## config.mk

```make
export PLATFORM = sky130hd
export DESIGN_NAME = pixel_array_seq
export DESIGN_NICKNAME = d
export VERILOG_FILES = /design/src/rtl/pixel_array_seq.sv
export SDC_FILE = /design/constraint.sdc
export NUM_CORES = 1
export LEC_CHECK = 0
export BUFFER_PORTS_ARGS = -buffer_cell sky130_fd_sc_hd__buf_2
export CORE_MARGIN = 2
export CORE_UTILIZATION = 40
export DETAILED_ROUTE_END_ITERATION = 10
export SETUP_SLACK_MARGIN = 0.4
export SYNTH_ARGS = -nofsm -noshare
export SYNTH_HDL_FRONTEND = slang
export SYNTH_SLANG_ARGS = --single-unit
```

## constraint.sdc

```tcl
create_clock -name clk -period 2.78 [get_ports clk]
set_input_delay 0.556 -clock clk [delete_from_list [all_inputs] [get_ports clk]]
set_output_delay 0.556 -clock clk [all_outputs]
set_load 0.05 [all_outputs]
```

## src/rtl/pixel_array_seq.sv

```systemverilog
// pixel_array_seq: frame sequencer and readout engine for an N-pixel array
// that shares one DATA bus. Each start runs ERASE, EXPOSE and CONVERT, then
// reads the pixels one at a time and streams their codes out.
//
// Ports
//   clk, reset        clock, synchronous active-high reset
//   start, abort      begin a frame (IDLE only) / return to IDLE from any state
//   ERASE, EXPOSE     pixel strobes
//   CONVERT           ramp window; also the output enable for data_out
//   READ              one-hot pixel read select
//   data_out          ramp count (Gray or binary) while CONVERT=1, else 0
//   data_in           DATA bus as seen by this block
//   pix_data/pix_idx  captured pixel code (binary) and its pixel index
//   pix_valid/ready   output handshake
//   busy, frame_done  not-IDLE flag / one-cycle end-of-frame pulse
module pixel_array_seq #(
  parameter int unsigned NUM_PIXELS  = 4,
  parameter int unsigned DATA_W      = 8,
  parameter int unsigned ERASE_CYC   = 5,
  parameter int unsigned EXPOSE_CYC  = 255,
  parameter int unsigned READ_SETTLE = 1,
  parameter int unsigned GRAY        = 1
) (
  input  logic                  clk,
  input  logic                  reset,
  input  logic                  start,
  input  logic                  abort,
  output logic                  ERASE,
  output logic                  EXPOSE,
  output logic                  CONVERT,
  output logic [NUM_PIXELS-1:0] READ,
  output logic [DATA_W-1:0]     data_out,
  input  logic [DATA_W-1:0]     data_in,
  output logic [DATA_W-1:0]     pix_data,
  output logic [((NUM_PIXELS > 1) ? $clog2(NUM_PIXELS) : 1)-1:0] pix_idx,
  output logic                  pix_valid,
  input  logic                  pix_ready,
  output logic                  busy,
  output logic                  frame_done
);

  localparam int unsigned IDX_W = (NUM_PIXELS > 1) ? $clog2(NUM_PIXELS) : 1;
  localparam int unsigned CW_E  = $clog2(ERASE_CYC + 1);
  localparam int unsigned CW_X  = $clog2(EXPOSE_CYC + 1);
  localparam int unsigned CW_C  = DATA_W + 1;
  localparam int unsigned CW_R  = $clog2(READ_SETTLE + 1);
  localparam int unsigned CW_EX = (CW_E > CW_X) ? CW_E : CW_X;
  localparam int unsigned CW_CR = (CW_C > CW_R) ? CW_C : CW_R;
  localparam int unsigned CNT_W = (CW_EX > CW_CR) ? CW_EX : CW_CR;

  localparam logic [CNT_W-1:0] LAST_E   = CNT_W'(ERASE_CYC - 1);
  localparam logic [CNT_W-1:0] LAST_X   = CNT_W'(EXPOSE_CYC - 1);
  localparam logic [CNT_W-1:0] LAST_C   = CNT_W'({DATA_W{1'b1}});
  localparam logic [CNT_W-1:0] LAST_R   = CNT_W'(READ_SETTLE);
  localparam logic [IDX_W-1:0] LAST_IDX = IDX_W'(NUM_PIXELS - 1);

  typedef enum logic [2:0] {
    S_IDLE, S_ERASE, S_EXPOSE, S_CONVERT, S_GAP, S_RD, S_OUT, S_DONE
  } state_t;

  state_t                  state_q, state_d;
  logic [CNT_W-1:0]        cnt_q, cnt_d;
  logic [IDX_W-1:0]        idx_q, idx_d;
  logic                    erase_q, erase_d;
  logic                    expose_q, expose_d;
  logic                    convert_q, convert_d;
  logic [NUM_PIXELS-1:0]   read_q, read_d;
  logic [DATA_W-1:0]       data_out_q, data_out_d;
  logic [DATA_W-1:0]       pix_data_q, pix_data_d;
  logic [IDX_W-1:0]        pix_idx_q, pix_idx_d;
  logic                    pix_valid_q, pix_valid_d;
  logic                    busy_q, busy_d;
  logic                    frame_done_q, frame_done_d;
  logic [CNT_W-1:0]        cnt_inc;
  logic [DATA_W-1:0]       ramp_bin;

  function automatic logic [DATA_W-1:0] gray2bin(input logic [DATA_W-1:0] g);
    logic [DATA_W-1:0] b;
    b = '0;
    for (int unsigned i = 0; i < DATA_W; i++) begin
      b[i] = ^(g >> i);
    end
    return b;
  endfunction

  always_comb begin
    state_d    = state_q;
    cnt_d      = cnt_q;
    idx_d      = idx_q;
    pix_data_d = pix_data_q;
    pix_idx_d  = pix_idx_q;
    cnt_inc    = cnt_q + CNT_W'(1);

    unique case (state_q)
      S_IDLE: begin
        if (start) begin
          state_d = S_ERASE;
          cnt_d   = '0;
        end
      end
      S_ERASE: begin
        if (cnt_q == LAST_E) begin
          state_d = S_EXPOSE;
          cnt_d   = '0;
        end else begin
          cnt_d = cnt_inc;
        end
      end
      S_EXPOSE: begin
        if (cnt_q == LAST_X) begin
          state_d = S_CONVERT;
          cnt_d   = '0;
        end else begin
          cnt_d = cnt_inc;
        end
      end
      S_CONVERT: begin
        if (cnt_q == LAST_C) begin
          state_d = S_GAP;
          cnt_d   = '0;
        end else begin
          cnt_d = cnt_inc;
        end
      end
      S_GAP: begin
        state_d = S_RD;
        cnt_d   = '0;
        idx_d   = '0;
      end
      S_RD: begin
        // DATA is sampled on the last cycle READ is held, after settling.
        if (cnt_q == LAST_R) begin
          state_d    = S_OUT;
          pix_data_d = (GRAY != 0) ? gray2bin(data_in) : data_in;
          pix_idx_d  = idx_q;
        end else begin
          cnt_d = cnt_inc;
        end
      end
      S_OUT: begin
        if (pix_ready) begin
          if (idx_q == LAST_IDX) begin
            state_d = S_DONE;
          end else begin
            state_d = S_RD;
            idx_d   = idx_q + IDX_W'(1);
            cnt_d   = '0;
          end
        end
      end
      S_DONE: begin
        state_d = S_IDLE;
      end
    endcase

    if (abort) begin
      state_d    = S_IDLE;
      cnt_d      = '0;
      idx_d      = '0;
      pix_data_d = '0;
      pix_idx_d  = '0;
    end

    // Outputs are decoded from the next state so that they appear in the
    // same cycle as the state they belong to, while still being registered.
    ramp_bin     = cnt_d[DATA_W-1:0];
    erase_d      = (state_d == S_ERASE);
    expose_d     = (state_d == S_EXPOSE);
    convert_d    = (state_d == S_CONVERT);
    read_d       = (state_d == S_RD) ? (NUM_PIXELS'(1) << idx_d) : '0;
    data_out_d   = '0;
    if (state_d == S_CONVERT) begin
      data_out_d = (GRAY != 0) ? (ramp_bin ^ (ramp_bin >> 1)) : ramp_bin;
    end
    pix_valid_d  = (state_d == S_OUT);
    busy_d       = (state_d != S_IDLE);
    frame_done_d = (state_d == S_DONE);
  end

  always_ff @(posedge clk) begin
    if (reset) begin
      state_q      <= S_IDLE;
      cnt_q        <= '0;
      idx_q        <= '0;
      erase_q      <= 1'b0;
      expose_q     <= 1'b0;
      convert_q    <= 1'b0;
      read_q       <= '0;
      data_out_q   <= '0;
      pix_data_q   <= '0;
      pix_idx_q    <= '0;
      pix_valid_q  <= 1'b0;
      busy_q       <= 1'b0;
      frame_done_q <= 1'b0;
    end else begin
      state_q      <= state_d;
      cnt_q        <= cnt_d;
      idx_q        <= idx_d;
      erase_q      <= erase_d;
      expose_q     <= expose_d;
      convert_q    <= convert_d;
      read_q       <= read_d;
      data_out_q   <= data_out_d;
      pix_data_q   <= pix_data_d;
      pix_idx_q    <= pix_idx_d;
      pix_valid_q  <= pix_valid_d;
      busy_q       <= busy_d;
      frame_done_q <= frame_done_d;
    end
  end

  assign ERASE      = erase_q;
  assign EXPOSE     = expose_q;
  assign CONVERT    = convert_q;
  assign READ       = read_q;
  assign data_out   = data_out_q;
  assign pix_data   = pix_data_q;
  assign pix_idx    = pix_idx_q;
  assign pix_valid  = pix_valid_q;
  assign busy       = busy_q;
  assign frame_done = frame_done_q;

endmodule

```

-- Word-level counts from Yosys, hierarchy flattened
Index checks and enable logic that the tools add are counted.
- memories: 0
- ROM bits: 0
- register bits: 42
- RAM bits: 0
- latch bits: 0
- output and inout port bits: 28
- multipliers: 0
- reductions and logical operators: 16
- div/mod/pow operators: 0
- add/subtract/negate cells: 2
- multiplexer cells: 22
- eq/ne operators: 22
- shift-type cells: 1
- bitwise gates (word level): 3
- $lt $le $gt $ge: 0
- operators by type and width (cell ; count):
    $reduce_xor 8->1 ; 8
    $mux 9 ; 7
    $pmux 9 s7 ; 1
    $pmux 3 s8 ; 1
    $eq 3x3->1 const B ; 7
    $mux 3 ; 7
    $eq 9x8->1 const B ; 2
    $eq 3x2->1 const B ; 4
    $add 9x1->9 const B ; 1
    $eq 9x1->1 const B ; 1
    $eq 9x3->1 const B ; 1
    $mux 2 ; 4
    $mux 8 ; 1
    $ne 2x2->1 const B ; 4
    $xor 8x7->8 ; 1
    $reduce_bool 7->1 ; 1
    $eq 3x1->1 const B ; 2
    $reduce_or 2->1 ; 3
    $reduce_and 5->1 ; 1
    $pmux 2 s2 ; 1
    $shl 1x2->4 const A ; 1
    $logic_not 3->1 ; 1
    $reduce_bool 3->1 ; 1
    $add 2x1->2 const B ; 1
    other kinds (3) ; 4

-- Logic depth before layout (Yosys ltp)
Gate-level depths: netlist of run 1.
- depth after elaboration: 8
- mapped depth: 12
- gate-level depth less buffers: 11

-- Worst setup path before layout of run 1
OpenSTA, ideal clock, no wires.
- path kind: register -> register
- start point: register cnt_q[0]
- end point: register data_out_q[3], in the netlist data_out[3]
- path slack: 248 ps
- path buffers: 1
- required time: 2701 ps
- period minus slack after synthesis: 2532 ps
- stages on the path, launching flop included: 12
- arrival time: 2452 ps
- cells stage by stage: dfxtp_1 > ha_1 > nand3_1 > or2_2 > inv_1 > ha_1 > nor3_1 > a311oi_1 > or4_1 > or2_1 > buf_6 > a211oi_2
- word-level cells in the longest chain between the ends: 7
- elaborated cells on any way between the ends: 21
- RTL lines (what ; line ; text):
    from (decl) ; 62 ; logic [CNT_W-1:0] cnt_q, cnt_d;
    from (signal assigned) ; 197 ; cnt_q <= cnt_d;
    parallel branches: the longest is 7 deep, another holds $add 9x1->9 ; n/a ;
    to (signal assigned) ; 203 ; data_out_q <= data_out_d;
    to (decl) ; 68 ; logic [DATA_W-1:0] data_out_q, data_out_d;
Parallel ways; which one is timed is not known. The select of a mux whose other input is x is not followed.
A chain may end at the register's enable or synchronous reset.

-- Final worst setup path of run 1
- start point: register cnt_q[1]
- end point: register data_out_q[4], in the netlist data_out[4]
Same word-level chain as after synthesis.

==> results of run 1 <==
## metal layers
| metal | GRT usage (%) | vias to the layer above |
|---|---|---|
| li1 | - | 1036 |
| met1 | 22.3 | 923 |
| met2 | 27.6 | 34 |
| met3 | 3.52 | 8 |
| met4 | 6.32 | 0 |
| met5 | 0 | - |
## layout make-up
| type | instances | area, sq um | share of cell area [%] |
|---|---|---|---|
| inverters | 11 | 43.8 | 1.55 |
| repair buffers | 65 | 388 | 13.7 |
| clock buffers | 8 | 110 | 3.90 |
| multi-input cells | 191 | 1350 | 47.6 |
| well taps | 72 | 90.1 | 3.19 |
| flip-flops and latches | 42 | 848 | 30.0 |
## cell usage after synthesis, types with 3 or more instances
cell and number:
dfxtp_1 42, nor2_1 36, a21oi_1 22, nand2_1 22
inv_1 10, a211oi_1 8, nor3_1 7, ha_1 6
nand3_1 5, o21ai_0 5, a211o_1 4, and3_1 4
buf_6 4, clkbuf_1 4, o211ai_1 4, or2_2 4
xnor2_1 4, and2_1 3, nand3b_1 3, nor2b_1 3
or3_1 3, xor2_1 3
## kinds of logic (layout without fill, tap and decap cells)
family,after synthesis,count (layout),synth area share (%)
muxes,1,1,0.448
adders and majority gates,6,6,3.36
and+or+nand+nor,113,113,27.6
AOI/OAI and AO/OA,62,62,19.8
xor gates and xnor gates,9,9,4.81
DFF,42,42,37.6
buffers and inverters,23,84,6.32
## layout by cell type, fill, tap and decap left out, drive strengths merged, types with 4 or more instances in the layout
master / netlist / final
a21oi: 22 / 22
and2: 4 / 4
o21ai: 6 / 6
and3: 4 / 4
a211oi: 9 / 9
xnor2: 4 / 4
ha: 6 / 6
or3: 4 / 4
nand2: 22 / 22
inv: 10 / 11
a211o: 5 / 5
or2: 5 / 5
nor2: 36 / 36
nor3: 8 / 8
nand3: 5 / 5
dfxtp: 42 / 42
o211ai: 4 / 4
clkbuf: 6 / 8
or4: 4 / 4
buf: 6 / 65
## power by group
part / switching (W) / internal, W / total, W
Clock: 0.000206 / 0.000251 / 0.000457
Sequential: 0.00000185 / 0.000602 / 0.000604
Combinational: 0.0000540 / 0.0000421 / 0.0000961
Total: 0.000262 / 0.000895 / 0.00116
## registers in the layout, summed over array words and instances (netlist names), 2 cells and up
signal    cells
READ          4
state_q       3
data_out      8
idx_q         2
pix_idx       2
pix_data      8
cnt_q         9
## through the flow
| stage | instances | instance area (sq um) | worst slack (ns) | power, W |
|---|---|---|---|---|
| after floorplan | 256 | 2260 | 0.405 | 0.000680 |
| after global placement | 368 | 2540 | 0.237 | 0.000709 |
| after detailed placement | 368 | 2540 | 0.171 | 0.000709 |
| after CTS | 384 | 2740 | 0.403 | 0.00117 |
| after global routing | 389 | 2830 | 0.345 | 0.00120 |
| final | 389 | 2830 | 0.418 | 0.00116 |
## worst register-to-register path: stages, from the launching register on
cell and delay (ns):
dfxtp_4 0.37, ha_4 0.18, nand3_4 0.08, or2_4 0.11, inv_1 0.04, ha_2 0.17, nand4b_1 0.11, a21oi_2 0.07
buf_4 0.14, or4_4 0.48, or2_4 0.34, inv_4 0.07, o2111a_1 0.15
## worst paths after layout
path	slack, ns	cells past startpoint	end	from
hold / removal	0.45	2	pix_data[7]	pix_data[7]
setup reg to reg	0.42	12	data_out[4]	cnt_q[1]
hold reg to reg	0.45	2	pix_data[7]	pix_data[7]
setup / recovery	0.42	12	data_out[4]	cnt_q[1]
## repair_timing
action | in CTS | in global routing
setup endpoints to repair | 11 | 15
resized for setup | 8 | 12
setup buffers | 8 | 5
pin swaps | 8 | 9
cloned | 0 | 0
hold buffers | 0 | 0
==> flow_summary.json, run 1 <==
{
  "max_stage_delay_ns": 0.48,
  "initial_core_util_pct": 41.1,
  "worstPathMaxFanout": 8,
  "clockBufferDepth": 2,
  "finalSetupViolations": 0,
  "arrival_ns": 2.61,
  "drc": 0,
  "ys_async_sr_fraction_pct": 0,
  "worst_setup_path_start_kind": "register",
  "worst_pin_slew_ns": 0.601,
  "fill_cells": 513,
  "dieArea_sq_um": 6200,
  "finalHoldViolations": 0,
  "avgViaCountPerCell": 5.14,
  "ys_types": 61,
  "syn_inst": 256,
  "synth_area_sq_um": 2240,
  "place_congestion": 0.786,
  "yosysTopAreaCellShare_pct": 37.6,
  "power_leakage_nw": 1.18,
  "post-route-period-util_pct": 85.0,
  "synth_flop_cell": "dfxtp_1",
  "slew_viol_final": 0,
  "io_buffers": 40,
  "ys_warn_count": 0,
  "drt_pass1_iterations": 4,
  "die_w_um": 78.8,
  "drive_above_1_share_pct": 34.7,
  "wl_per_cell_um": 13.1,
  "synth.top_cells.by_area": "dfxtp_1 38%, nor2_1 6.0%, a21oi_1 4.9%",
  "tns_ns": 0,
  "cts_htree_levels": 2,
  "pin_count": 41,
  "cpMostUsedCell": "or2_4",
  "crit_path_end_kind": "register",
  "fin_crit_ns": 2.36,
  "cp_top_family": "simple AND/OR/NAND/NOR gates",
  "drv_cap": 0,
  "root_buffer": "clkbuf_8",
  "diodes": 0,
  "cts.sinks": 42,
  "ys_seq_area_share_pct": 37.6,
  "met1_length_um": 2440,
  "max_slew_margin_pct": 59.5,
  "fin_util_pct": 52.0,
  "finalClockSkew_ns": 0.00483,
  "rsz0062_at_grt": "yes",
  "grt_overflow": 0,
  "yosysTopAreaCell": "dfxtp_1",
  "met3_wirelength_um": 185,
  "ant_nets": 0,
  "design.core.area_sq_um": 5440,
  "required_ns": 3.03,
  "cts_tree": "yes",
  "critPathBufInv": 3,
  "critPathKind": "register to register",
  "outcome": "finished clean",
  "hp-class": "register to register",
  "crit_chain": "ha_4 -> nand3_4 -> or2_4 -> inv_1 -> ha_2 -> nand4b_1 -> a21oi_2 -> buf_4 -> or4_4 -> or2_4 -> inv_4 -> o2111a_1",
  "clock_latency_ns": 0.30,
  "wl_met2_um": 2370,
  "ir_worst_vdd_mv": 0.274,
  "cts_buffers": 5,
  "die_height_um": 78.8,
  "via_count": 2001,
  "final_nets": 335,
  "synth_nets": 275,
  "grt_pass1_wl_um": 8380,
  "antenna_found_initial": 0,
  "p_per_area_nw_per_um2": 409,
  "track_usage_pct": 17.0,
  "synth_edf_count": 0,
  "slowest_stage": "or4_4",
  "num_rows": 27,
  "holdWs_ns": 0.455,
  "clk_pin_slew_ns": 0.08,
  "first_global_vias": 1857,
  "top_layer": "met4",
  "dpl.hpwl_um": 3570,
  "avgSynthCellArea_sq_um": 8.73,
  "grt_max_degree": 20,
  "area_growth_pct": 26.4,
  "fmax_ghz": 0.423,
  "drt_iter0_markers": 118,
  "drt-total-wl_um": 5080,
  "ys_ff_latch": 42
}
Power figures use the tool's default switching activity.
==> run 2: changes to the inputs <==
ABC_AREA = 1   (was default)
clock period = 2.29 ns   (was 2.78 ns; I/O delays follow)
==> run 2 against run 1 <==
  * Global-route usage shrank 0.051 points
  * Critical endpoint unchanged
  * Largest cell class unchanged
  * Total power grew 23%
  * Critical path depth grew 3
  * Combinational power grew 35%
  * Clock power grew 22%
  * Non-clock buffer count shrank 10
  * Setup slack lost 0.024 ns
  * Fmax grew 25%
  * Via count grew 6.1%
==> flow_summary.json, run 2 <==
{
  "yosysMostFrequentCell": "nand2_1",
  "clockBufferDepth": 2,
  "max_slew_margin_pct": 62.3,
  "die_w_um": 79.2,
  "die_height_um": 79.2,
  "clock_latency_ns": 0.30,
  "slew_viol_final": 0,
  "cts_tree": "yes",
  "postCtsHoldBufs": 0,
  "crit_path_start": "cnt_q[1]",
  "drt_pass1_iterations": 4,
  "worstPathMaxFanout": 7,
  "first_global_vias": 1933,
  "synth_edf_count": 0,
  "tns_ns": 0,
  "grt_overflow": 0,
  "fin_util_pct": 53.2,
  "layout_commonest_cell": "nand2_1",
  "yosysTopAreaCellShare_pct": 37.2,
  "pwr-share-comb_pct": 9.1,
  "io_buffers": 40,
  "track_usage_pct": 17.0,
  "finalSetupViolations": 0,
  "crit_path_end_kind": "register",
  "dieArea_sq_um": 6270,
  "wl_per_cell_um": 11.7,
  "design.core.area_sq_um": 5470,
  "instances_no_fill": 434,
  "p_int_w": 0.00108,
  "worst_setup_path_start_kind": "register",
  "holdWs_ns": 0.458,
  "crit_chain": "ha_4 -> nand3_4 -> inv_2 -> nand2_2 -> inv_2 -> ha_4 -> nor3_4 -> nor2_1 -> nand2_1 -> nor2_4 -> nor2_8 -> nand3_4 -> nor2_8 -> inv_6 -> a21oi_2",
  "max_stage_delay_ns": 0.36,
  "synth.top_cells.by_area": "dfxtp_1 37%, nand2_1 11%, nor2_1 8.6%",
  "place_congestion": 0.881,
  "slowest_stage": "dfxtp_4",
  "p_sw_w": 0.000341,
  "critPathBufInv": 3,
  "ys_warn_count": 0,
  "dpl.hpwl_um": 3550,
  "netSwitchingFraction_pct": 24.0,
  "finalHoldViolations": 0,
  "hp-class": "input port to register",
  "worst_pin_slew_ns": 0.561,
  "r2r-start": "cnt_q[1]",
  "num_rows": 27,
  "drt_iter0_markers": 121,
  "cts.sinks": 42,
  "diodes": 0,
  "arrival_ns": 2.13,
  "p_seq_share_pct": 51.6,
  "ys_types": 37,
  "via_count": 2124,
  "avgSynthCellArea_sq_um": 7.42,
  "initial_core_util_pct": 41.3,
  "final_nets": 380,
  "fmax_ghz": 0.528,
  "required_ns": 2.53,
  "largest_register_ffs": 9,
  "critPathKind": "register to register",
  "finalClockSkew_ns": 0.00410,
  "drv_cap": 0,
  "post-route-period-util_pct": 82.8,
  "pin_count": 41,
  "grt_max_degree": 18,
  "p_per_area_nw_per_um2": 488,
  "clk_pin_slew_ns": 0.08,
  "ant_nets": 0,
  "drc": 0,
  "ir_worst_vdd_mv": 0.217,
  "drt-total-wl_um": 5070,
  "mostFrequentLayoutCells": "48 x nand2_1, 45 x nor2_1, 40 x buf_2",
  "dp.cells": 412,
  "grt_pass1_wl_um": 8420,
  "total_power_w": 0.00142,
  "ys_ff_latch": 42,
  "area_growth_pct": 28.7,
  "cts_buffers": 5,
  "min_from": "reset",
  "avgViaCountPerCell": 4.89,
  "ys_seq_area_share_pct": 37.2,
  "synth_flop_cell": "dfxtp_1",
  "syn_inst": 305,
  "synth_area_sq_um": 2260,
  "cts_htree_levels": 2,
  "antenna_found_initial": 0,
  "ys_async_sr_fraction_pct": 0,
  "synth_nets": 324,
  "outcome": "finished clean",
  "top_register": "cnt_q",
  "root_buffer": "clkbuf_8",
  "yosysTopAreaCell": "dfxtp_1",
  "pwr-share-clk_pct": 39.3,
  "drive_above_1_share_pct": 42.0,
  "fin_crit_ns": 1.90,
  "cp_top_family": "simple AND/OR/NAND/NOR gates",
  "rsz0062_at_grt": "yes",
  "power_leakage_nw": 1.27,
  "synthTopCellsByCount": "65 x nand2_1, 52 x nor2_1, 42 x dfxtp_1, 34 x inv_1, 20 x nand3_1"
}
run 2: logic make-up after synthesis:
| family | synth area share, % |
|---|---|
| buf+inv | 9.07 |
| compound gates | 8.85 |
| flops | 37.2 |
| xor+xnor | 6.03 |
| fa+ha+maj | 3.32 |
| simple gates | 35.6 |
run 2: power by group through the flow:
stage	Clock, W	Sequential, W	Combinational (W)
final	0.000558	0.000733	0.000130
after global routing	0.000606	0.000734	0.000144
after CTS	0.000578	0.000733	0.000123
after detailed placement	0	0.000753	0.000120
after global placement	0	0.000753	0.000119
after floorplan	0	0.000759	0.0000769
run 2: metrics by stage:
step | area [sq um] | setup WS [ns]
global route | 2910 | 0.209
floorplan | 2260 | 0.422
global placement | 2520 | 0.218
CTS | 2730 | 0.321
detailed placement | 2520 | 0.138
finish | 2910 | 0.395
run 2: worst paths after layout:
kind              cells past startpoint     endpoint  slack, ns
setup reg to reg                     15  data_out[4]       0.39
hold / removal                        2     cnt_q[7]       0.46
setup / recovery                     15  data_out[4]       0.39
hold reg to reg                       2   pix_idx[1]       0.50
run 2: area by class of cell:
cell class	count	area, sq um
clock buffers	8	110
fillers	525	2560
inverters	42	166
multi-input cells	214	1370
flip-flops and latches	42	857
well taps	72	90.1
repair buffers	55	313
repair inverters	1	7.51
run 2: timing repair:
action / 4_1_cts / 5_1_grt
setup buffers: 4 / 9
endpoints found under the setup margin: 28 / 35
cloned: 0 / 1
pin swaps: 5 / 15
resized for setup: 19 / 43
run 2: metal layers:
layer | track usage [%] | vias up | part of all wire (%)
met5 | 0 | - | 0
met4 | 7.24 | 0 | 1.4
met3 | 3.98 | 7 | 4.9
met2 | 27.8 | 57 | 50
met1 | 21.3 | 989 | 44
li1 | - | 1071 | -
